$ cat src/rtl/compute_issue_arbiter.sv
// compute_issue_arbiter: shares one compute unit between two instruction
// requesters. Round-robin arbitration with an optional bounded lock; each
// 8-bit result is routed back to the requester that issued the instruction
// three cycles after acceptance.
module compute_issue_arbiter #(
  parameter int unsigned MAX_LOCK = 8
) (
  input  logic        clk,
  input  logic        rst,
  input  logic        req0_valid,
  input  logic [15:0] req0_instr,
  input  logic        req0_lock,
  output logic        req0_ready,
  input  logic        req1_valid,
  input  logic [15:0] req1_instr,
  input  logic        req1_lock,
  output logic        req1_ready,
  output logic        cu_ena,
  output logic [15:0] cu_instr,
  input  logic [7:0]  cu_result,
  output logic        rsp0_valid,
  output logic        rsp1_valid,
  output logic [7:0]  rsp_data
);

  localparam logic [3:0] MAX_LOCK_C = 4'(MAX_LOCK);

  typedef enum logic [1:0] {
    ST_IDLE  = 2'd0,
    ST_LOCK0 = 2'd1,
    ST_LOCK1 = 2'd2
  } state_e;

  state_e      state_q, state_d;
  logic        rr_q, rr_d;
  logic [3:0]  lock_cnt_q, lock_cnt_d;

  logic        gnt0, gnt1;
  logic        xfer, xfer_id, xfer_lock;
  logic [15:0] xfer_instr;

  logic        vld_p0_q, vld_p0_d;
  logic        id_p0_q, id_p0_d;
  logic [15:0] cu_instr_q, cu_instr_d;
  logic        vld_p1_q, vld_p1_d;
  logic        id_p1_q, id_p1_d;
  logic        rsp0_valid_q, rsp0_valid_d;
  logic        rsp1_valid_q, rsp1_valid_d;
  logic [7:0]  rsp_data_q, rsp_data_d;

  // Arbitration state register: owner state, round-robin pointer, lock count
  always_ff @(posedge clk) begin
    if (rst) begin
      state_q    <= ST_IDLE;
      rr_q       <= 1'b0;
      lock_cnt_q <= 4'd0;
    end else begin
      state_q    <= state_d;
      rr_q       <= rr_d;
      lock_cnt_q <= lock_cnt_d;
    end
  end

  // Grant decode: the lock owner is served exclusively, otherwise round-robin
  always_comb begin
    gnt0 = 1'b0;
    gnt1 = 1'b0;
    if (!rst) begin
      case (state_q)
        ST_IDLE: begin
          if (req0_valid && req1_valid) begin
            gnt0 = !rr_q;
            gnt1 = rr_q;
          end else begin
            gnt0 = req0_valid;
            gnt1 = req1_valid;
          end
        end
        ST_LOCK0: gnt0 = req0_valid;
        ST_LOCK1: gnt1 = req1_valid;
        default: begin
          gnt0 = 1'b0;
          gnt1 = 1'b0;
        end
      endcase
    end
  end

  assign req0_ready = gnt0;
  assign req1_ready = gnt1;
  assign xfer       = gnt0 | gnt1;
  assign xfer_id    = gnt1;
  assign xfer_instr = gnt1 ? req1_instr : req0_instr;
  assign xfer_lock  = gnt1 ? req1_lock : req0_lock;

  // Next-state: acquire lock on a locked transfer, release on unlock, cap or valid drop
  always_comb begin
    state_d    = state_q;
    rr_d       = rr_q;
    lock_cnt_d = lock_cnt_q;
    case (state_q)
      ST_IDLE: begin
        if (xfer) begin
          rr_d = !xfer_id;
          // A cap of one means the acquiring transfer is also the last one
          if (xfer_lock && (MAX_LOCK_C > 4'd1)) begin
            state_d    = xfer_id ? ST_LOCK1 : ST_LOCK0;
            lock_cnt_d = 4'd1;
          end
        end
      end
      ST_LOCK0, ST_LOCK1: begin
        if (xfer && xfer_lock && ((lock_cnt_q + 4'd1) != MAX_LOCK_C)) begin
          lock_cnt_d = lock_cnt_q + 4'd1;
        end else begin
          state_d    = ST_IDLE;
          lock_cnt_d = 4'd0;
          rr_d       = (state_q == ST_LOCK0);
        end
      end
      default: begin
        state_d    = ST_IDLE;
        lock_cnt_d = 4'd0;
      end
    endcase
  end

  // Issue and response-tag datapath: transfer -> p0 (issue) -> p1 (result) -> response
  always_comb begin
    vld_p0_d     = xfer;
    id_p0_d      = xfer_id;
    cu_instr_d   = xfer ? xfer_instr : 16'h0000;
    vld_p1_d     = vld_p0_q;
    id_p1_d      = id_p0_q;
    rsp0_valid_d = vld_p1_q && !id_p1_q;
    rsp1_valid_d = vld_p1_q && id_p1_q;
    rsp_data_d   = vld_p1_q ? cu_result : rsp_data_q;
  end

  // Pipeline registers; reset drops in-flight tags so no stale response appears
  always_ff @(posedge clk) begin
    if (rst) begin
      vld_p0_q     <= 1'b0;
      id_p0_q      <= 1'b0;
      cu_instr_q   <= 16'h0000;
      vld_p1_q     <= 1'b0;
      id_p1_q      <= 1'b0;
      rsp0_valid_q <= 1'b0;
      rsp1_valid_q <= 1'b0;
      rsp_data_q   <= 8'h00;
    end else begin
      vld_p0_q     <= vld_p0_d;
      id_p0_q      <= id_p0_d;
      cu_instr_q   <= cu_instr_d;
      vld_p1_q     <= vld_p1_d;
      id_p1_q      <= id_p1_d;
      rsp0_valid_q <= rsp0_valid_d;
      rsp1_valid_q <= rsp1_valid_d;
      rsp_data_q   <= rsp_data_d;
    end
  end

  assign cu_ena     = vld_p0_q;
  assign cu_instr   = cu_instr_q;
  assign rsp0_valid = rsp0_valid_q;
  assign rsp1_valid = rsp1_valid_q;
  assign rsp_data   = rsp_data_q;

endmodule

$ cat config.mk
export PLATFORM = sky130hd
export DESIGN_NAME = compute_issue_arbiter
export DESIGN_NICKNAME = d
export VERILOG_FILES = /design/src/rtl/compute_issue_arbiter.sv
export SDC_FILE = /design/constraint.sdc
export NUM_CORES = 1
export LEC_CHECK = 0
export CAP_MARGIN = 5
export CORE_ASPECT_RATIO = 1.5
export CORE_MARGIN = 4
export CORE_UTILIZATION = 30
export CTS_BUF_LIST = sky130_fd_sc_hd__clkbuf_8
export DETAILED_ROUTE_END_ITERATION = 7
export PLACE_DENSITY = 0.63
export SLEW_MARGIN = 40
export SYNTH_ARGS = -nofsm -noshare
export SYNTH_HDL_FRONTEND = slang
export SYNTH_SLANG_ARGS = --single-unit
$ cat constraint.sdc
create_clock -name clk -period 5 [get_ports clk]
set_input_delay 0.75 -clock clk [delete_from_list [all_inputs] [get_ports clk]]
set_output_delay 0.75 -clock clk [all_outputs]
set_load 0.02 [all_outputs]
Word-level counts from Yosys, hierarchy flattened

Index checks and enable logic that the tools add are counted.
Widths: inputs -> output; s select.

Reductions and logical operators: 15
Equality and inequality tests: 6
Bitwise logic cells: 2
Mux-type cells: 20
$add $sub $neg: 1

Operators with widths:

| cell                | count |
|---|---|
| $mux 16             | 1 |
| $mux 4              | 3 |
| $mux 2              | 4 |
| $pmux 4 s2          | 1 |
| $mux 1              | 7 |
| $ne 2x2->1 const B  | 3 |
| $pmux 1 s2          | 3 |
| $reduce_and 3->1    | 2 |
| $logic_and 1x1->1   | 5 |
| $add 4x1->4 const B | 1 |
| $ne 4x4->1 const B  | 1 |
| $pmux 2 s2          | 1 |
| $reduce_or 2->1     | 2 |
| $logic_not 1->1     | 3 |
| $eq 2x1->1 const B  | 1 |
| $eq 2x2->1 const B  | 1 |
| $logic_not 2->1     | 1 |
| $reduce_and 2->1    | 1 |
| $reduce_bool 2->1   | 1 |
| $not 1->1           | 1 |
| $or 1x1->1          | 1 |

Bits in registers: 37
Logic and storage cells: 55

Logic depth before layout (Yosys ltp)

Gate-level depths: netlist (run 1).

Word-level depth: 9
Depth in mapped cells: 9
Mapped depth without buffers: 8

Worst setup path before layout (run 1)

Ideal clock, no wire load.

Kind: in2out
From: input rst
To: output req1_ready
Setup slack: 2,401 ps
Data arrival time: 1,849 ps
Stages on the path: 6
Data required time: 4,250 ps
Buffers on the path: 3
Cells stage by stage: buf_2 > nor2b_2 > nand3b_4 > inv_2 > buf_2 > buf_1

Cells in the longest elaborated chain, start to end: 1

RTL lines:

| what               | line | source |
|---|---|---|
| start: declaration | 9    | `input logic rst,` |
| $mux 1             | 68   | `if (!rst) begin` |
| end: declaration   | 17   | `output logic req1_ready,` |

No other way between the ends.

Worst setup path after layout (run 1)

Same ends and word-level chain as after synthesis.

==> flow_metrics.tcl, run 1 <==
set metrics [dict create \
    power_mw 1.119 \
    yosysUniqueCellTypes 38 \
    path_max_fanout 21 \
    drive_above_1_share 0.07834 \
    cpPeakStageDelay_ns 0.68 \
    core_area_um2 4848 \
    pwr_density_cell_nw_per_um2 465.7 \
    gr-total-overflow 0 \
    end_kind "output port" \
    routed_via_density 4.650 \
    synth_mux_area_frac 0.05950 \
    clk_latency_ns 0.28 \
    yosys.area.top_type_share 0.4893 \
    grt_max_degree 22 \
    vdd_drop_max_v 0.0002212 \
    fin_crit_sh 0.6786 \
    cts_tree "yes" \
    drt_wl_total_um 3562 \
    ys_warn_count 0 \
    antennaDiodeCount 0 \
    synth_compound_area_frac 0.2099 \
    port_buffers 74 \
    cp.arrival_ns 2.64 \
    multi_input_area_um2 715.7 \
    syn-cell-area_um2 1514 \
    seq_area_um2 740.7 \
    cts-buffers-inserted 5 \
    synth_top_family_by_area "compound AO/OA/AOI/OAI gates" \
    dp_hpwl_um 2788 \
    dp.cells 276 \
    layout_commonest_cell "clkdlybuf4s50_1" \
    instances_no_fill 283 \
    async_reset_ff_frac 0 \
    place_congestion 0.7277 \
    drtIter0Drc 58 \
    synthAdderAreaFrac 0.04959 \
    cp-start-kind "primary input" \
    fin_hold_ws_ns 0.4188 \
    holdCritPathClass "reg2reg" \
    synth_edf_count 0 \
    max_cap_viol_count 0 \
    pin_count 75 \
    outcome "completed" \
    worst_pin_slew_ns 0.5553 \
    placedInstanceArea_um2 2313 \
    max-slew-margin-rel 0.6298 \
    synthCells 142 \
    slew_viol_final 0 \
    htreeDepth 2 \
    drtPass1Iterations 4 \
    cts-root-buf "clkbuf_8" \
    die_x_um 66 \
    synth-seq-area-share 0.4893 \
    clk_path_buf_depth 2 \
    drc_errors 0 \
    syn-num-nets 194 \
    grt.total_usage 0.1181 \
    final_cell_mix "74 x clkdlybuf4s50_1, 37 x dfxtp_1, 16 x a22o_1" \
    finClkSkew_ns 0.003433 \
    start_util 0.3123 \
    rows 31 \
    setup_violations 0 \
    cp.required_ns 4.25 \
    fin_area_um2 2404 \
    finalHoldViolCount 0 \
    crit_path_top_delay_cell "clkdlybuf4s50_1" \
    cp_cell_sequence "clkdlybuf4s50_1 -> buf_4 -> nor2b_2 -> nand3b_4 -> inv_2 -> clkdlybuf4s50_1" \
    fillCellCount 475 \
    clk_pin_slew_ns 0.07 \
    grt_pass1_wl_um 5747 \
    yosys.area_share.simple 0.1537 \
    p_leak_nw 0.9400 \
    crit_top_cell "clkdlybuf4s50_1" \
    final_nets 269 \
    ant_nets 0 \
    ys_seq_elements 37 \
    grt_pass1_vias 1313 \
    synth_xor_area_frac 0 \
    worstSetupPathType "in2out" \
    setup_tns_ns 0 \
    post-route-min-period_ns 3.393 \
    grt_antenna_before_repair 0 \
    cts_setup_buffers 0 \
    cts_hold_buf 0 \
    synth_area_leaders "dfxtp_1 49%, a22o_1 9.3%, mux2i_1 6.0%, ha_1 5.0%, nor2_1 3.2%" \
    dieHeight_um 95.01 \
    yosys.area.top_type "dfxtp_1" \
    rsz0062_at_grt "no" \
    routedWlPerCell_um 12.59 \
    synth-main-ff-cell "dfxtp_1" \
    die_area_um2 6270 \
    cts_resized 0 \
    max_freq_ghz 0.2947 \
    syn2layout_area_growth_pct 58.76 \
    num_vias 1316 \
    clock-sinks 37 \
    syn_area_per_cell_um2 10.66 \
]
sequential cells by signal, indices dropped and copies added, names as in the netlist:
signal / cells
vld_p1_q: 1
id_p0_q: 1
rsp1_valid: 1
id_p1_q: 1
cu_ena: 1
rr_q: 1
lock_cnt_q: 4
state_q: 2
cu_instr: 16
rsp_data: 8
rsp0_valid: 1
critical path, delay by kind of cell:
| family | cells | cell delay (ns) |
|---|---|---|
| buffers and inverters | 4 | 1.57 |
| AND/OR/NAND/NOR | 2 | 0.30 |
metal layers:
layer,share of wire,GRT usage
met5,0,0
met3,0.085,0.04881
met2,0.53,0.2092
met4,0.019,0.05254
met1,0.36,0.1190
cell usage after synthesis (2+ instances only):
library cell	instances
nor2b_1	3
buf_2	4
inv_1	6
and2_1	3
nand3_1	2
nand2b_1	2
and3_1	2
a22o_1	16
ha_1	6
dfxtp_1	37
a21oi_1	3
mux2i_1	9
clkbuf_1	2
nor2_1	13
nand4b_1	3
nand2_1	6
o21ai_0	2
a31oi_1	3
cells by family (layout without fill, tap and decap cells):
group | count (synthesis) | count (layout)
adder cells (fa/ha/maj) | 6 | 6
multiplexers | 9 | 9
AO/OA/AOI/OAI | 36 | 36
flip-flops | 37 | 37
buffers and inverters | 14 | 89
AND/OR/NAND/NOR | 40 | 40
final timing paths:
check | depth (start not counted) | from | endpoint | slack, ns
max | 6 | rst | req1_ready | 1.61
min | 1 | id_p1_q | rsp0_valid | 0.42
max reg2reg | 8 | state_q[0] | state_q[1] | 2.77
min reg2reg | 1 | id_p1_q | rsp0_valid | 0.42
report_power, final:
part           switching [mW]  total (mW)  internal [mW]  leakage, nW
Combinational           0.266       0.520          0.254        0.594
Clock                  0.0979       0.207          0.109       0.0433
Sequential             0.0336       0.393          0.359        0.303
Total                   0.398        1.12          0.722        0.940
layout make-up:
class,count,share of cell area
Sequential cell,37,0.3082
Timing Repair Buffer,75,0.3113
Multi-Input combinational cell,91,0.2978
Clock buffer,6,0.03436
Clock inverter,1,0.003123
Tap cell,66,0.03436
Inverter,7,0.01093
per-stage QoR:
stage | util | setup slack [ns]
6_report | 0.4957 | 1.607
5_1_grt | 0.4957 | 1.504
4_1_cts | 0.4957 | 1.593
3_5_place_dp | 0.4772 | 1.602
3_3_place_gp | 0.4772 | 1.602
2_1_floorplan | - | 2.401
Note: power is estimated with default switching activity, not from simulation.
==> run 2, diff against run 1 <==
- PLACE_DENSITY: 0.63 -> 0.65
- clock period: 5 -> 3.1 ns (I/O delays scaled with it)
==> run 2 against run 1 <==
Final cell count increased by 0.35%. Die area unchanged. Highest routed layer unchanged. Core utilization increased by 0.62 points.
==> flow_metrics.tcl, run 2 (synthesized netlist as in run 1, its figures left out) <==
set metrics [dict create \
    outcome "completed" \
    drtIter0Drc 39 \
    grt_pass1_vias 1253 \
    setup_tns_ns 0 \
    dieHeight_um 95.01 \
    drtPass1Iterations 4 \
    fillCellCount 453 \
    final_nets 269 \
    finalHoldViolCount 0 \
    clk_pin_slew_ns 0.07 \
    die_area_um2 6270 \
    clock-sinks 37 \
    pin_count 75 \
    drc_errors 0 \
    routed_via_density 4.620 \
    routedWlPerCell_um 13.17 \
    syn2layout_area_growth_pct 60.74 \
    grt.total_usage 0.1221 \
    cts_tree "yes" \
    final_cell_mix "74 x clkdlybuf4s50_1, 37 x dfxtp_1, 16 x a22o_1" \
    worstSetupPathType "in2out" \
    max_freq_ghz 0.3658 \
    cp-start-kind "primary input" \
    cts_resized 0 \
    place_congestion 0.7382 \
    start_util 0.3123 \
    setup_ws_ns 0.3664 \
    port_buffers 74 \
    pre_cts_ws_ns 0.3539 \
    drt_wl_total_um 3740 \
    slew_viol_final 0 \
    finClkSkew_ns 0.007865 \
    antennaDiodeCount 0 \
    path_max_fanout 21 \
    cts-root-buf "clkbuf_8" \
    worst_pin_slew_ns 0.5858 \
    max-slew-margin-rel 0.6095 \
    cts-buffers-inserted 5 \
    cts_setup_buffers 0 \
    max_cap_viol_count 0 \
    clk_path_buf_depth 2 \
    die_x_um 66 \
    vdd_drop_max_v 0.0003881 \
    gr-total-overflow 0 \
    htreeDepth 2 \
    end_kind "output port" \
    rows 31 \
    clk_latency_ns 0.29 \
    holdCritPathClass "reg2reg" \
    setup_violations 0 \
    pwr_density_cell_nw_per_um2 782.8 \
    fin_crit_sh 0.8818 \
    layout_commonest_cell "clkdlybuf4s50_1" \
    post-route-min-period_ns 2.734 \
    cp.required_ns 2.63 \
    rsz0062_at_grt "no" \
    drive_above_1_share 0.08257 \
    core_area_um2 4848 \
    num_vias 1312 \
    grt_max_degree 22 \
    p_leak_nw 0.9541 \
    postLayoutCoreUtil 0.5019 \
    largest_register_ffs 16 \
    dp_hpwl_um 2886 \
    grt_pass1_wl_um 5699 \
    cts_hold_buf 0 \
    cp.arrival_ns 2.27 \
    ant_nets 0 \
    grt_antenna_before_repair 0 \
]
[run 2: layout make-up]
type | instances | area (um2) | area share
repair buffers | 75 | 748.2 | 0.3075
flip-flops and latches | 37 | 740.7 | 0.3044
multi-input cells | 91 | 715.7 | 0.2941
clock buffers | 6 | 82.58 | 0.03393
well taps | 66 | 82.58 | 0.03393
clock inverters | 2 | 37.54 | 0.01542
inverters | 7 | 26.28 | 0.01080
[run 2: metal layers]
layer  vias to the layer above  global-route usage  part of all wire
met4                         0             0.08136             0.035
met5                         -                   0                 0
li1                        662                   -                 -
met1                       586              0.1273              0.37
met2                        52              0.2017              0.52
met3                        12             0.04524             0.075
[run 2: final timing paths]
kind	start	end	slack (ns)	cells after the start
hold reg to reg	id_p1_q	rsp0_valid	0.44	1
hold / removal	id_p1_q	rsp0_valid	0.44	1
setup / recovery	req0_valid	req1_ready	0.37	5
setup reg to reg	state_q[0]	state_q[1]	0.84	8
[run 2: per-stage QoR]
stage,instances,total power [mW],area (um2),hold slack [ns]
floorplan,142,1.184,1514,0.3892
finish,284,1.905,2434,0.4357
CTS,284,1.926,2434,0.4435
detailed placement,276,1.490,2313,0.4241
global route,284,2.023,2434,0.4584
global placement,276,1.488,2313,0.4216
[run 2: critical path: stages]
cell	delay, ns
clkdlybuf4s50_1	0.46
or3b_4	0.27
nand3b_4	0.09
inv_2	0.30
clkdlybuf4s50_1	0.68
[run 2: report_power, final]
group	switching (mW)	total, mW	internal (mW)
sequential	0.0559	0.635	0.579
combinational	0.432	0.840	0.408
clock	0.168	0.430	0.261
total	0.657	1.90	1.25
==> run 3, diff against run 2 <==
- GPL_TIMING_DRIVEN: unset -> 0
==> run 3 against run 2 <==
Power shrank 3.9%. Core utilization decreased by 0.28 points. Largest cell class unchanged. Critical path depth is 1 higher. Sequential power is 2% lower. Wire length fell by 2.0%. Register-to-register slack improved by 0.13 ns. Clock power decreased by 19%. Sequential cell count stayed put. Setup slack got worse by 0.17 ns.
==> flow_metrics.tcl, run 3 (synthesized netlist as in run 1, its figures left out) <==
set metrics [dict create \
    outcome "completed" \
    vdd_drop_max_v 0.0003851 \
    drt_wl_total_um 3666 \
    postLayoutCoreUtil 0.4991 \
    cts_hold_buf 0 \
    cts-root-buf "clkbuf_8" \
    fin_hold_ws_ns 0.4172 \
    grt.met1_usage 0.1182 \
    die_area_um2 6270 \
    holdCritPathClass "reg2reg" \
    cts-buffers-inserted 5 \
    r2r_cells 9 \
    grt_pass1_wl_um 5871 \
    cts_tree "yes" \
    fin_crit_sh 0.9357 \
    cpPeakStageDelay_ns 0.67 \
    crit_cells 6 \
    reg2reg_to "rr_q" \
    dp_hpwl_um 2942 \
    post-route-min-period_ns 2.901 \
    port_buffers 73 \
    start_util 0.3123 \
    rows 31 \
    clk_pin_slew_ns 0.07 \
    slew_viol_final 0 \
    final_cell_mix "73 x clkdlybuf4s50_1, 37 x dfxtp_1, 16 x a22o_1" \
    routed_via_density 4.611 \
    crit_end "req1_ready" \
    finalHoldViolCount 0 \
    path_max_fanout 19 \
    drtIter0Drc 42 \
    finClkSkew_ns 0.006283 \
    end_kind "output port" \
    layout_commonest_cell "clkdlybuf4s50_1" \
    cts_resized 0 \
    die_x_um 66 \
    r2r-start "state_q[0]" \
    cp.required_ns 2.63 \
    use_met2 0.2192 \
    max_cap_viol_count 0 \
    crit_family "buffers and inverters" \
    grt_max_degree 20 \
    worstSetupPathType "in2out" \
    grt_pass1_vias 1342 \
    cp_cell_sequence "clkdlybuf4s50_1 -> or3b_4 -> nand3b_4 -> inv_2 -> buf_2 -> clkdlybuf4s50_1" \
    place_congestion 0.7269 \
    syn2layout_area_growth_pct 59.83 \
    startpoint "req0_valid" \
    num_vias 1328 \
    ant_nets 0 \
    htreeDepth 2 \
    drc_errors 0 \
    drtPass1Iterations 5 \
    path_buf_inv 4 \
    cp-start-kind "primary input" \
    dieHeight_um 95.01 \
    fillCellCount 468 \
    clk_path_buf_depth 2 \
    worst_pin_slew_ns 0.6162 \
    core_area_um2 4848 \
    drive_above_1_share 0.09459 \
    clock-sinks 37 \
    grt_antenna_before_repair 0 \
    clk_latency_ns 0.29 \
    final_nets 273 \
    rrSetupSlack_ns 0.97 \
    max_freq_ghz 0.3447 \
    grt.total_usage 0.1247 \
    cts_setup_buffers 0 \
    max-slew-margin-rel 0.5892 \
    gr-total-overflow 0 \
    rsz0062_at_grt "no" \
    crit_path_top_delay_cell "clkdlybuf4s50_1" \
    antennaDiodeCount 0 \
    pwr_density_cell_nw_per_um2 756.4 \
    routedWlPerCell_um 12.73 \
    busiest_layer "met2" \
    cp.arrival_ns 2.44 \
    setup_violations 0 \
    crit_top_cell "clkdlybuf4s50_1" \
    use_met3 0.04405 \
    p_leak_nw 0.9608 \
    largest_register_ffs 16 \
    pin_count 75 \
]
run 3: cell types whose count changed in the layout (fill, tap and decap cells not counted), sizes merged:
cell	delta
clkinv	+2
clkbuf	+2
bufinv	-1
clkinvlp	-1
buf	+3
clkdlybuf4s50	-1
run 3: metrics by stage:
step	worst slack (ns)	power [mW]	std cells	area (um2)	TNS [ns]
CTS	0.1995	1.857	288	2420	0
global placement	-0.09584	1.494	281	2327	-0.09584
floorplan	1.071	1.184	142	1514	0
finish	0.1993	1.830	288	2420	0
detailed placement	-0.1043	1.500	281	2327	-0.1043
global route	0.1111	1.961	288	2420	0
run 3: final cells by class:
cell class                 instances  area [um2]  share of cell area
buffer                             6       27.53             0.01138
clock buffer                       6       82.58             0.03413
clock inverter                     2       13.76            0.005688
inverter                           7       26.28             0.01086
multi-input combinational         91       715.7              0.2958
sequential                        37       740.7              0.3061
tap                               66       82.58             0.03413
timing repair buffer              73       730.7              0.3020
run 3: worst reg2reg max path, cell delays in order, from the launching register on:
cell      delay (ns)
dfxtp_1         0.36
inv_1           0.11
ha_1            0.24
or3b_4          0.40
nand3b_4        0.11
inv_2           0.06
buf_2           0.23
a31oi_1         0.27
a221oi_2        0.09
mux2i_1         0.14
run 3: how the worst min path moves through the flow:
stage / start / end / slack, ns / depth (start not counted)
after floorplan: id_p1_q / rsp0_valid / 0.39 / 1
after global placement: id_p1_q / rsp0_valid / 0.40 / 1
after detailed placement: id_p1_q / rsp0_valid / 0.41 / 1
after CTS: id_p1_q / rsp0_valid / 0.42 / 1
after global routing: id_p1_q / rsp0_valid / 0.46 / 1
final: id_p1_q / rsp0_valid / 0.42 / 1
run 3: per-layer routing:
metal  wire length (um)  vias up
met5                  0        -
met4                 73        0
met3                325        5
met1               1316      599
met2               1951       49
li1                   -      675
run 3: power by group:
group / total [mW] / leakage, nW / internal (mW) / switching [mW]
Clock: 0.348 / 0.0512 / 0.180 / 0.168
Combinational: 0.862 / 0.607 / 0.415 / 0.446
Sequential: 0.620 / 0.303 / 0.579 / 0.0411
